<file path="src/rtl/wash_panel_ctrl.sv">
// wash_panel_ctrl -- front-panel controller ahead of the washing-machine cycle FSM.
//
// Synchronises and debounces the three raw panel buttons, holds the selected
// wash program, locks the door and turns user presses into the one-cycle
// start / dry_wash / time_pause strobes and the double_wash level. The cycle
// FSM's done releases the door and sounds the completion buzzer.
//
// Ports:
//   clk, rst        system clock, synchronous active-high reset
//   btn_start       raw start button (asynchronous, active-high)
//   btn_mode        raw program-select button (asynchronous, active-high)
//   btn_pause       raw pause button (asynchronous, active-high)
//   door_closed     door sensor, synchronous, 1 = closed
//   done            cycle complete from the cycle FSM
//   start           one-cycle strobe for NORMAL / DOUBLE programs
//   dry_wash        one-cycle strobe for the STEAM program
//   double_wash     level, high while program is DOUBLE in LOCK/RUN
//   time_pause      one-cycle pause strobe
//   program_sel     selected program: 0 NORMAL, 1 DOUBLE, 2 STEAM
//                   (named program_sel because 'program' is a reserved word)
//   door_lock       door locked
//   paused          high during the pause holdoff window
//   buzzer          completion buzzer
//   door_fault      sticky: door opened while running
//   wdog_fault      sticky: run watchdog expired
//
// Optional feature: define PANEL_WATCHDOG_EN to enable the RUN watchdog;
// otherwise wdog_fault is tied low and RUN waits for done indefinitely.
// LOCK_CYCLES must be at least 2.

module wash_panel_ctrl #(
  parameter int unsigned DEBOUNCE_CYCLES = 4,
  parameter int unsigned LOCK_CYCLES     = 3,
  parameter int unsigned PAUSE_HOLDOFF   = 24,
  parameter int unsigned BUZZ_CYCLES     = 8,
  parameter int unsigned WDOG_CYCLES     = 1000
) (
  input  logic       clk,
  input  logic       rst,
  input  logic       btn_start,
  input  logic       btn_mode,
  input  logic       btn_pause,
  input  logic       door_closed,
  input  logic       done,
  output logic       start,
  output logic       dry_wash,
  output logic       double_wash,
  output logic       time_pause,
  output logic [1:0] program_sel,
  output logic       door_lock,
  output logic       paused,
  output logic       buzzer,
  output logic       door_fault,
  output logic       wdog_fault
);

  localparam int unsigned DEB_W = $clog2(DEBOUNCE_CYCLES + 1);
  localparam int unsigned LK_W  = $clog2(LOCK_CYCLES + 1);
  localparam int unsigned HO_W  = $clog2(PAUSE_HOLDOFF + 1);
  localparam int unsigned BZ_W  = $clog2(BUZZ_CYCLES + 1);

  localparam logic [DEB_W-1:0] DEB_MAX   = DEB_W'(DEBOUNCE_CYCLES);
  localparam logic [LK_W-1:0]  LOCK_LAST = LK_W'(LOCK_CYCLES - 1);
  localparam logic [HO_W-1:0]  HOLD_MAX  = HO_W'(PAUSE_HOLDOFF);
  localparam logic [BZ_W-1:0]  BUZZ_MAX  = BZ_W'(BUZZ_CYCLES);

  // ---------------- button conditioning ----------------
  // bit 0 = start, bit 1 = mode, bit 2 = pause
  logic [2:0]       raw;
  logic [2:0]       sync1, sync2, deb, deb_q, press;
  logic [DEB_W-1:0] deb_cnt [3];

  assign raw = {btn_pause, btn_mode, btn_start};

  always_ff @(posedge clk) begin
    if (rst) begin
      sync1 <= '0;
      sync2 <= '0;
      deb   <= '0;
      deb_q <= '0;
      press <= '0;
      for (int unsigned i = 0; i < 3; i++) deb_cnt[i] <= '0;
    end else begin
      sync1 <= raw;
      sync2 <= sync1;
      deb_q <= deb;
      press <= deb & ~deb_q;
      for (int unsigned i = 0; i < 3; i++) begin
        if (sync2[i] != deb[i]) begin
          if (deb_cnt[i] == DEB_MAX) begin
            deb[i]     <= sync2[i];
            deb_cnt[i] <= '0;
          end else begin
            deb_cnt[i] <= deb_cnt[i] + 1'b1;
          end
        end else begin
          deb_cnt[i] <= '0;
        end
      end
    end
  end

  // ---------------- panel FSM ----------------
  typedef enum logic [1:0] {S_IDLE, S_LOCK, S_RUN, S_DONE} state_t;

  state_t          state;
  logic [LK_W-1:0] lock_cnt;
  logic [HO_W-1:0] hold_cnt;
  logic [BZ_W-1:0] buzz_cnt;

`ifdef PANEL_WATCHDOG_EN
  localparam int unsigned WD_W = $clog2(WDOG_CYCLES + 1);
  localparam logic [WD_W-1:0] WDOG_LAST = WD_W'(WDOG_CYCLES - 1);
  logic [WD_W-1:0] wd_cnt;
`else
  assign wdog_fault = 1'b0;
`endif

  always_ff @(posedge clk) begin
    if (rst) begin
      state       <= S_IDLE;
      program_sel <= '0;
      start       <= 1'b0;
      dry_wash    <= 1'b0;
      double_wash <= 1'b0;
      time_pause  <= 1'b0;
      door_lock   <= 1'b0;
      paused      <= 1'b0;
      buzzer      <= 1'b0;
      door_fault  <= 1'b0;
      lock_cnt    <= '0;
      hold_cnt    <= '0;
      buzz_cnt    <= '0;
`ifdef PANEL_WATCHDOG_EN
      wdog_fault  <= 1'b0;
      wd_cnt      <= '0;
`endif
    end else begin
      start      <= 1'b0;
      dry_wash   <= 1'b0;
      time_pause <= 1'b0;
      case (state)
        S_IDLE: begin
          // a start press in the same cycle as a mode press swallows the
          // mode press even when the door is open and the start is dropped
          if (press[0]) begin
            if (door_closed) begin
              state       <= S_LOCK;
              door_lock   <= 1'b1;
              door_fault  <= 1'b0;
              double_wash <= (program_sel == 2'd1);
              // the entry cycle is the first lock cycle
              lock_cnt    <= LK_W'(1);
`ifdef PANEL_WATCHDOG_EN
              wdog_fault  <= 1'b0;
`endif
            end
          end else if (press[1]) begin
            program_sel <= (program_sel == 2'd2) ? 2'd0 : program_sel + 2'd1;
          end
        end
        S_LOCK: begin
          if (!door_closed) begin
            state       <= S_IDLE;
            door_lock   <= 1'b0;
            double_wash <= 1'b0;
            lock_cnt    <= '0;
          end else if (lock_cnt >= LOCK_LAST) begin
            state    <= S_RUN;
            lock_cnt <= '0;
            if (program_sel == 2'd2) dry_wash <= 1'b1;
            else                     start    <= 1'b1;
`ifdef PANEL_WATCHDOG_EN
            wd_cnt   <= '0;
`endif
          end else begin
            lock_cnt <= lock_cnt + 1'b1;
          end
        end
        S_RUN: begin
          if (!door_closed) door_fault <= 1'b1;
          if (done) begin
            state       <= S_DONE;
            door_lock   <= 1'b0;
            double_wash <= 1'b0;
            paused      <= 1'b0;
            hold_cnt    <= '0;
            buzzer      <= 1'b1;
            buzz_cnt    <= BZ_W'(1);
          end
`ifdef PANEL_WATCHDOG_EN
          else if (wd_cnt >= WDOG_LAST) begin
            state       <= S_IDLE;
            door_lock   <= 1'b0;
            double_wash <= 1'b0;
            paused      <= 1'b0;
            hold_cnt    <= '0;
            wdog_fault  <= 1'b1;
            wd_cnt      <= '0;
          end
`endif
          else begin
`ifdef PANEL_WATCHDOG_EN
            wd_cnt <= wd_cnt + 1'b1;
`endif
            if (paused) begin
              if (hold_cnt >= HOLD_MAX) begin
                paused   <= 1'b0;
                hold_cnt <= '0;
              end else begin
                hold_cnt <= hold_cnt + 1'b1;
              end
            end else if (press[2]) begin
              time_pause <= 1'b1;
              paused     <= 1'b1;
              hold_cnt   <= HO_W'(1);
            end
          end
        end
        S_DONE: begin
          if (buzz_cnt >= BUZZ_MAX) begin
            state    <= S_IDLE;
            buzzer   <= 1'b0;
            buzz_cnt <= '0;
          end else begin
            buzz_cnt <= buzz_cnt + 1'b1;
          end
        end
        default: state <= S_IDLE;
      endcase
    end
  end

endmodule

</file>
<file path="config.mk">
export PLATFORM = sky130hd
export DESIGN_NAME = wash_panel_ctrl
export DESIGN_NICKNAME = d
export VERILOG_FILES = /design/src/rtl/wash_panel_ctrl.sv
export SDC_FILE = /design/constraint.sdc
export NUM_CORES = 1
export LEC_CHECK = 0
export BUFFER_PORTS_ARGS = -buffer_cell sky130_fd_sc_hd__buf_2
export CELL_PAD_IN_SITES_DETAIL_PLACEMENT = 2
export CELL_PAD_IN_SITES_GLOBAL_PLACEMENT = 2
export CORE_MARGIN = 4
export CORE_UTILIZATION = 25
export CTS_CLUSTER_SIZE = 16
export DETAILED_ROUTE_END_ITERATION = 10
export PLACE_DENSITY = 0.59
export SKIP_CTS_REPAIR_TIMING = 1
export SLEW_MARGIN = 40
export SYNTH_ARGS = -nofsm -noshare
export SYNTH_HDL_FRONTEND = slang
export SYNTH_SLANG_ARGS = --single-unit
</file>
<file path="constraint.sdc">
create_clock -name clk -period 1.8 [get_ports clk]
set_input_delay 0.27 -clock clk [delete_from_list [all_inputs] [get_ports clk]]
set_output_delay 0.27 -clock clk [all_outputs]
set_load 0.02 [all_outputs]
</file>
==> impl_metrics.py, run 1 <==
metrics = {
    "outcome": {
        "status": "finished, violations left",
        "violations": "setup timing",
    },
    "logic_synthesis": {
        "yosys_most_used_dff": "dfxtp_1",
        "syn-instance-count": 219,
        "synth_common_cells": "dfxtp_1 (38), nor2_1 (23), inv_1 (17)",
        "synthSimpleGateAreaFrac_pct": 22.42,
        "synth_top_family_by_area": "simple AND/OR/NAND/NOR gates",
        "synth-seq-cells": 47,
        "yosysTopAreaCell": "dfxtp_1",
        "synth_top_area_share_pct": 35.87,
        "synth-async-reset-ratio_pct": 0,
        "synth_warnings": 0,
        "syn_area_um2": 2121,
        "synth_edf_count": 9,
        "synth_area_leaders": "dfxtp_1 (36%), edfxtp_1 (13%), ha_1 (8.8%)",
        "ys_seq_area_share_pct": 48.61,
        "yosysMostFrequentCell": "dfxtp_1",
        "synth_compound_area_share_pct": 11.03,
        "synth.avg_cell_area_um2": 9.684,
        "ys_types": 40,
        "synth_fa_ha_area_share_pct": 8.850,
        "synthXorXnorAreaFrac_pct": 1.239,
        "synthMuxAreaShare_pct": 2.891,
    },
    "clock_tree": {
        "tritoncts": "yes",
        "clock-root-buffer": "clkbuf_8",
        "cts_buffer_depth": 2,
        "cts_buffers": 5,
        "clock_latency_ps": 290,
        "clk_pin_slew_worst_paths_ps": 90,
        "cts_sinks": 47,
        "cts_max_level": 2,
    },
    "cells_and_area": {
        "nFillCells": 932,
        "nets": 284,
        "multi_input_area_um2": 1062,
        "post-route-util_pct": 31.60,
        "diodes": 0,
        "drive_gt1_share_pct": 20.15,
        "register_area_um2": 1039,
        "syn2layout_area_growth_pct": 22.42,
    },
    "detailed_routing": {
        "drtIter0Drc": 39,
        "wl_met2_um": 2461,
        "firstDrtPassIters": 4,
        "wire_per_inst_um": 13.58,
        "met1Wirelength_um": 2355,
        "top_layer": "met4",
        "post-route-drc-count": 0,
        "route.vias.total": 1671,
        "wirelength_um": 4996,
        "met3WireLength_um": 122,
        "antenna_left": 0,
        "detail_route.vias_per_cell": 4.541,
    },
    "floorplanning": {
        "initial_core_util_pct": 25.81,
        "rows": 33,
        "die_w_um": 100.1,
        "die-area_um2": 10020,
        "core_area_um2": 8217,
        "ios": 18,
        "die_y_um": 100.1,
    },
    "setup_path": {
        "slowest_delay_ps": 540,
        "crit_chain": "buf_6 > ha_4 > nor2b_4 > or4_4 > or3_1 > a21oi_1",
        "critPathCaptureType": "register",
        "cp_max_fo": 4,
        "startpoint_type": "register",
        "cpMaxStageDelayCell": "or4_4",
        "worstSetupPathType": "register to register",
        "cp_data_arrival_time_ps": 2120,
        "required_ps": 2020,
        "rrSetupSlack_ps": -100,
    },
    "sta": {
        "period_needed_ps": 1900,
        "worst_slack_ps": -99.87,
        "maxClockFrequency_ghz": 0.5264,
        "fin_crit_sh_pct": 105.5,
        "setup_viol": 1,
        "grt_setup_unrepaired": "yes",
        "final-hold-violation-count": 0,
        "fin_skew_ps": 5.170,
        "final-max-slew-violation-count": 0,
    },
    "placement": {
        "post-place-ws_ps": -97.52,
        "place_congestion": 0.7100,
        "dpl.hpwl_um": 3805,
        "port_buffers": 16,
    },
    "hold_path": {
        "hold_path.class": "input port to register",
    },
    "grt": {
        "grt_pass1_wl_um": 8342,
        "antenna_found_initial": 0,
        "grt_max_degree": 19,
        "overflow": 0,
        "grt_pass1_vias": 1770,
        "grt_usage_pct": 10.48,
    },
    "pwr": {
        "power_density_nw_per_um2": 733.6,
        "leakagePower_nw": 1.041,
        "ir_worst_vdd_v": 0.0002734,
    },
    "flow_run": {
        "cap_violations": 0,
    },
}
-- critical path: cells and delay by family (launching register included) --
family,cells,cell delay [ps]
and+or+nand+nor,3,1060
DFF,1,370
AOI/OAI and AO/OA,1,140
adders and majority gates,1,150
buffers and inverters,1,120
-- layout by cell type (no fill, tap or decap), types with 3 or more instances in the layout --
master / instances
and3_1: 7
xnor2_1: 3
conb_1: 10
nand2b_1: 3
mux2i_1: 5
clkbuf_8: 5
dfxtp_1: 36
nand2_1: 13
nor3b_1: 4
inv_1: 15
nor2b_1: 15
o21ai_0: 4
buf_4: 17
a21oi_1: 14
ha_1: 12
nand3_1: 5
buf_2: 16
nor3_1: 9
edfxtp_1: 9
nor2_1: 23
-- layout make-up --
type	instances	share of cell area, %
clock buffers	6	2.795
well taps	105	5.060
multi-input cells	157	40.92
flip-flops and latches	47	40.00
repair buffers	34	8.434
inverters	17	2.458
clock inverters	2	0.3373
-- flip-flops by register name, summed over array words and instances, names as in the netlist, named ones only --
register	count
double_wash	1
door_fault	1
dry_wash	1
sync1	3
buzzer	1
lock_cnt	2
paused	1
deb_q	3
start	1
hold_cnt	5
buzz_cnt	4
deb	3
door_lock	1
press	3
program_sel	2
time_pause	1
state	1
deb_cnt	9
sync2	3
-- path summary, 6_finish.rpt --
| kind | cells after the start | to | from |
|---|---|---|---|
| setup / recovery | 6 | register | register |
| hold / removal | 2 | sync1[0] | btn_start |
| hold reg to reg | 1 | press[2] | deb_q[2] |
| setup reg to reg | 6 | register | register |
-- report_power, final --
group,switching (mW),internal (mW),total [mW]
Sequential,0.0176,1.10,1.11
Clock,0.350,0.268,0.618
Combinational,0.0963,0.0773,0.174
-- cells by family after synthesis --
group	Yosys count
mux	6
fa+ha+maj	15
other cells	2
simple gates	89
flops	47
compound gates	34
buf+inv	23
xor+xnor	3
-- metrics by stage --
step	total power [mW]	hold slack [ps]	cells	area (µm²)	TNS, ps
after global placement	1.300	371.3	357	2461	-26.30
after global routing	2.019	183.3	368	2596	-133.4
after CTS	1.941	168.8	365	2542	-125.1
after detailed placement	1.307	378.1	357	2461	-97.52
after floorplan	1.240	367.4	227	2171	-32.93
final	1.905	177.6	368	2596	-99.87
-- per-layer routing --
metal / global-route usage, % / up-vias
li1: - / 828
met1: 13.34 / 824
met2: 17.75 / 14
met3: 2.363 / 5
met4: 3.109 / 0
met5: 0 / -
Power figures use the tool's default switching activity.
==> inputs of run 2 (changes only) <==
--- a/config.mk
+++ b/config.mk
@@ -12,7 +12,7 @@
 export CORE_UTILIZATION = 25
 export CTS_CLUSTER_SIZE = 16
 export DETAILED_ROUTE_END_ITERATION = 10
-export PLACE_DENSITY = 0.59
+export PLACE_DENSITY = 0.57
 export SKIP_CTS_REPAIR_TIMING = 1
 export SLEW_MARGIN = 40
 export SYNTH_ARGS = -nofsm -noshare
==> constraint.sdc (replaced) <==
create_clock -name clk -period 1.9 [get_ports clk]
set_input_delay 0.285 -clock clk [delete_from_list [all_inputs] [get_ports clk]]
set_output_delay 0.285 -clock clk [all_outputs]
set_load 0.02 [all_outputs]
==> run 2 against run 1 <==
Effect of this change:
- the flow now finishes without violations
- worst hold slack gained 17 ps
- fmax is 3.3% higher
- clock power increased by 18%
- global-route usage decreased by 0.29 points
- flip-flop and latch count did not move
- register-to-register slack better by 160 ps
- non-clock buffer count down 9
- total power grew 1.0%
==> impl_metrics.py, run 2 (same netlist as run 1, synthesis figures left out) <==
metrics = {
    "placement": {
        "place_congestion": 0.6883,
        "port_buffers": 16,
        "post-place-ws_ps": 3.863,
        "dpl.hpwl_um": 3528,
        "dpl.cell_count": 350,
    },
    "grt": {
        "grt_pass1_wl_um": 8121,
        "antenna_found_initial": 0,
        "grt_usage_pct": 10.19,
        "overflow": 0,
        "grt_max_degree": 21,
        "grt_pass1_vias": 1741,
    },
    "pwr": {
        "power_density_nw_per_um2": 766.5,
        "power.total_mw": 1.924,
        "ir_worst_vdd_v": 0.0002496,
        "leakagePower_nw": 1.002,
    },
    "cells_and_area": {
        "layout_common_cells": "dfxtp_1 (36), nor2_1 (23), inv_1 (16), buf_2 (16)",
        "largestRegisters": "deb_cnt (9), hold_cnt (5), buzz_cnt (4)",
        "final_common_cell": "dfxtp_1",
        "largest_reg_flops": 9,
        "nets": 275,
        "syn2layout_area_growth_pct": 18.35,
        "finalNonFillerCells": 359,
        "drive_gt1_share_pct": 15.75,
        "regMostFlops": "deb_cnt",
        "diodes": 0,
    },
    "clock_tree": {
        "cts_max_level": 2,
        "tritoncts": "yes",
        "clock-root-buffer": "clkbuf_8",
        "cts_sinks": 47,
        "clk_pin_slew_worst_paths_ps": 90,
        "cts_buffers": 5,
        "clock_latency_ps": 300,
        "cts_buffer_depth": 2,
    },
    "floorplanning": {
        "core_area_um2": 8217,
        "ios": 18,
        "die_w_um": 100.1,
        "die-area_um2": 10020,
        "die_y_um": 100.1,
        "rows": 33,
        "initial_core_util_pct": 25.81,
    },
    "detailed_routing": {
        "wire_per_inst_um": 13.00,
        "firstDrtPassIters": 3,
        "drtIter0Drc": 44,
        "wirelength_um": 4667,
        "antenna_left": 0,
        "detail_route.vias_per_cell": 4.532,
        "post-route-drc-count": 0,
        "route.vias.total": 1627,
    },
    "sta": {
        "maxClockFrequency_ghz": 0.5439,
        "final-max-slew-violation-count": 0,
        "final-hold-violation-count": 0,
        "fin_skew_ps": 6.331,
        "fin_crit_sh_pct": 96.76,
        "period_needed_ps": 1839,
        "setup_viol": 0,
        "worst_slack_ps": 61.48,
        "hold_slack_ps": 194.2,
    },
    "setup_path": {
        "cpMaxStageDelayCell": "or4_4",
        "cp_data_arrival_time_ps": 2060,
        "worstSetupPathType": "register to register",
        "critPathCaptureType": "register",
        "slowest_delay_ps": 550,
        "startpoint_type": "register",
        "required_ps": 2130,
        "crit_chain": "inv_2 > ha_1 > nor2b_4 > or4_4 > or3_1 > a21oi_1",
        "cp_max_fo": 5,
    },
    "outcome": {
        "status": "complete, no violations",
    },
    "hold_path": {
        "hold_path.class": "input port to register",
    },
    "flow_run": {
        "cap_violations": 0,
    },
}
[run 2: critical path: cells and delay by family (launching register included)]
family	cells	cell delay [ps]
AO/OA/AOI/OAI	1	120
adder cells (fa/ha/maj)	1	210
buffers and inverters	1	60
flip-flops	1	370
AND/OR/NAND/NOR	3	1010
[run 2: final timing paths]
kind	start	endpoint	slack [ps]	depth (start not counted)
max	state[0]	register	60	6
min reg2reg	deb_q[2]	press[2]	380	1
max reg2reg	state[0]	register	60	6
min	btn_start	sync1[0]	190	2
[run 2: cell type report]
type / count / area (µm²)
tap: 105 / 131.4
timing repair buffer: 25 / 147.6
multi-input combinational: 157 / 1022
sequential: 47 / 1039
clock buffer: 7 / 76.32
inverter: 17 / 63.81
fill: 944 / 5707
clock inverter: 1 / 30.03
[run 2: report_power, final]
group          internal (mW)  leakage [nW]  switching [mW]  total (mW)
combinational         0.0591         0.547          0.0838       0.143
clock                  0.394        0.0524           0.333       0.727
sequential              1.04         0.402          0.0166        1.05
total                   1.49          1.00           0.433        1.92
[run 2: per-stage QoR]
stage,utilization (%),cell area (µm²),setup TNS [ps]
after detailed placement,29.07,2389,0
after global placement,29.07,2389,0
after global routing,30.55,2510,-9.339
after CTS,30.36,2495,-28.43
after floorplan,-,2151,0
final,30.55,2510,0
[run 2: routing by layer]
| metal | part of all wire (%) | GRT usage [%] | vias up |
|---|---|---|---|
| li1 | - | - | 808 |
| met1 | 46 | 12.01 | 798 |
| met2 | 50 | 18.01 | 14 |
| met3 | 2.5 | 2.363 | 7 |
| met4 | 1.6 | 3.731 | 0 |
| met5 | 0 | 0 | - |
==> inputs of run 3 (changes only) <==
--- a/config.mk
+++ b/config.mk
@@ -5,6 +5,7 @@
 export SDC_FILE = /design/constraint.sdc
 export NUM_CORES = 1
 export LEC_CHECK = 0
+export ABC_AREA = 1
 export BUFFER_PORTS_ARGS = -buffer_cell sky130_fd_sc_hd__buf_2
 export CELL_PAD_IN_SITES_DETAIL_PLACEMENT = 2
 export CELL_PAD_IN_SITES_GLOBAL_PLACEMENT = 2
@@ -12,7 +13,7 @@
 export CORE_UTILIZATION = 25
 export CTS_CLUSTER_SIZE = 16
 export DETAILED_ROUTE_END_ITERATION = 10
-export PLACE_DENSITY = 0.57
+export PLACE_DENSITY = 0.6
 export SKIP_CTS_REPAIR_TIMING = 1
 export SLEW_MARGIN = 40
 export SYNTH_ARGS = -nofsm -noshare
==> run 3 against run 2 <==
Effect of this change:
- total power grew 21%
- core utilization shrank 0.91 points
- sequential share of layout area grew 0.97 points
- flip-flop and latch count did not move
- final cell count increased by 8.6%
- clock power shrank 13%
- fmax up 13%
- worst hold slack worse by 8.5 ps
- register-to-register slack better by 210 ps
- critical path type unchanged
- largest cell class unchanged
- largest power group unchanged
- highest routed layer unchanged
==> impl_metrics.py, run 3 <==
metrics = {
    "setup_path": {
        "cp_data_arrival_time_ps": 1820,
        "required_ps": 2100,
        "r2r-start": "state[0]",
        "r2r-end": "buzz_cnt[2]",
        "cp-endpoint": "buzz_cnt[2]",
        "startpoint_type": "register",
        "critPathLaunch": "state[0]",
        "critPathCaptureType": "register",
        "rrSetupSlack_ps": 270,
        "worstSetupPathType": "register to register",
        "rr_worst_depth": 8,
        "cp_max_fo": 7,
    },
    "sta": {
        "period_needed_ps": 1625,
        "final-hold-violation-count": 0,
        "setup_viol": 0,
        "grt_setup_unrepaired": "no",
        "fin_crit_sh_pct": 85.53,
        "final-max-slew-violation-count": 0,
        "worst_slack_ps": 274.8,
        "tns_ps": 0,
        "fin_skew_ps": 12.28,
        "maxClockFrequency_ghz": 0.6153,
    },
    "logic_synthesis": {
        "synth_common_cells": "inv_1 (40), dfxtp_1 (38), nand2_1 (36), nor2_1 (36), a21oi_1 (18)",
        "synth_top_area_share_pct": 36.15,
        "ys_types": 28,
        "synth_warnings": 0,
        "yosysMostFrequentCell": "inv_1",
        "syn-instance-count": 255,
        "synth_edf_count": 9,
        "synth-async-reset-ratio_pct": 0,
        "yosysTopAreaCell": "dfxtp_1",
        "synth.avg_cell_area_um2": 8.253,
        "ys_seq_area_share_pct": 48.99,
        "yosys_most_used_dff": "dfxtp_1",
        "synth-seq-cells": 47,
        "synth_area_leaders": "dfxtp_1 (36%), edfxtp_1 (13%), ha_1 (8.9%)",
        "syn_area_um2": 2105,
    },
    "grt": {
        "overflow": 0,
        "grt_pass1_wl_um": 8231,
        "antenna_found_initial": 0,
        "grt_usage_pct": 10.38,
        "grt_max_degree": 21,
        "grt_pass1_vias": 1787,
    },
    "clock_tree": {
        "tritoncts": "yes",
        "cts_buffer_depth": 2,
        "cts_sinks": 47,
        "clock-root-buffer": "clkbuf_8",
        "clock_latency_ps": 300,
        "clk_pin_slew_worst_paths_ps": 90,
        "cts_max_level": 2,
        "cts_buffers": 5,
    },
    "cells_and_area": {
        "drive_gt1_share_pct": 11.23,
        "syn2layout_area_growth_pct": 15.70,
        "diodes": 0,
        "multi_input_area_um2": 918.4,
        "finalInstanceArea_um2": 2435,
        "largest_reg_flops": 9,
        "largestRegisters": "deb_cnt (9), hold_cnt (5), buzz_cnt (4)",
        "layout_common_cells": "inv_1 (40), dfxtp_1 (38), nor2_1 (36), nand2_1 (36), a21oi_1 (18)",
        "nFillCells": 994,
        "final_common_cell": "inv_1",
        "regMostFlops": "deb_cnt",
        "register_area_um2": 1031,
        "nets": 306,
    },
    "floorplanning": {
        "die_w_um": 99.75,
        "die-area_um2": 9950,
        "die_y_um": 99.75,
        "core_area_um2": 8217,
        "rows": 33,
        "ios": 18,
        "initial_core_util_pct": 25.61,
    },
    "placement": {
        "port_buffers": 16,
        "dpl.hpwl_um": 3713,
        "placement.cell_area_um2": 2341,
        "post-place-ws_ps": 295.5,
        "place_congestion": 0.6762,
    },
    "flow_run": {
        "cap_violations": 0,
    },
    "detailed_routing": {
        "wirelength_um": 4741,
        "firstDrtPassIters": 2,
        "wire_per_inst_um": 12.16,
        "post-route-drc-count": 0,
        "detail_route.vias_per_cell": 4.338,
        "antenna_left": 0,
        "drtIter0Drc": 23,
        "route.vias.total": 1692,
    },
    "outcome": {
        "status": "complete, no violations",
    },
    "hold_path": {
        "hold_path.class": "input port to register",
    },
    "pwr": {
        "leakagePower_nw": 1.067,
        "power_density_nw_per_um2": 955.7,
        "ir_worst_vdd_v": 0.0003547,
    },
}
-- run 3: changes by cell type in the layout (fill, tap and decap cells not counted), moves of 6 or more --
cell	previous run	this run
inv_1	16	40
and3_1	7	0
o21ai_0	4	14
nand2_1	13	36
nor2_1	23	36
nand3_1	5	11
nor2b_1	15	0
buf_4	9	2
-- run 3: how the worst min path moves through the flow --
| stage | start | endpoint | slack [ps] | depth (start not counted) |
|---|---|---|---|---|
| detailed placement | deb_q[2] | press[2] | 390 | 1 |
| finish | btn_start | sync1[0] | 190 | 3 |
| floorplan | done | time_pause | 360 | 1 |
| global route | btn_start | sync1[0] | 180 | 3 |
| global placement | deb_q[0] | press[0] | 380 | 1 |
| CTS | btn_mode | sync1[1] | 170 | 3 |
-- run 3: stage by stage --
stage                     utilization [%]  hold WS, ps  std cells  total power [mW]
after floorplan                         -        362.1        263             1.561
after global placement              28.49        377.5        382             1.708
after detailed placement            28.49        387.3        382             1.725
after CTS                           29.63        173.8        390             2.389
after global routing                29.63        181.2        390             2.513
final                               29.63        185.8        390             2.327
-- run 3: per-layer routing --
| metal | vias up | part of all wire, % | GRT usage, % | routed length, µm |
|---|---|---|---|---|
| met5 | - | 0 | 0 | 0 |
| met4 | 0 | 1.3 | 3.466 | 64 |
| li1 | 856 | - | - | - |
| met2 | 13 | 52 | 18.93 | 2481 |
| met1 | 818 | 44 | 11.73 | 2070 |
| met3 | 5 | 2.6 | 2.525 | 124 |
-- run 3: report_power, final --
group | total, mW | internal [mW] | switching, mW
clock network | 0.634 | 0.291 | 0.343
logic | 0.513 | 0.169 | 0.344
registers | 1.18 | 1.10 | 0.0769
total | 2.33 | 1.56 | 0.764
-- run 3: final cells by class --
cell class              instances  share of cell area, %
clock inverters                 2                 0.4625
flip-flops and latches         47                  42.34
multi-input cells             168                  37.72
clock buffers                   6                  3.392
inverters                      44                  6.783
repair buffers                 18                  3.905
well taps                     105                  5.396
-- run 3: logic make-up after synthesis --
logic type      count (synthesis)  share of synthesized area, %
buf+inv                        48                         8.799
fa+ha+maj                      15                         8.918
simple gates                   96                         19.08
flops                          47                         48.99
other cells                     2                        0.3569
xor+xnor                        6                         2.497
compound gates                 41                         11.36
-- run 3: worst max-delay path: stages, from the launching register on --
cell     delay [ps]
dfxtp_1         480
inv_1           110
ha_1            280
nand2_1         150
o21ai_2         110
inv_2           120
nand2_1          70
o21ai_0         150
nor2_1           60
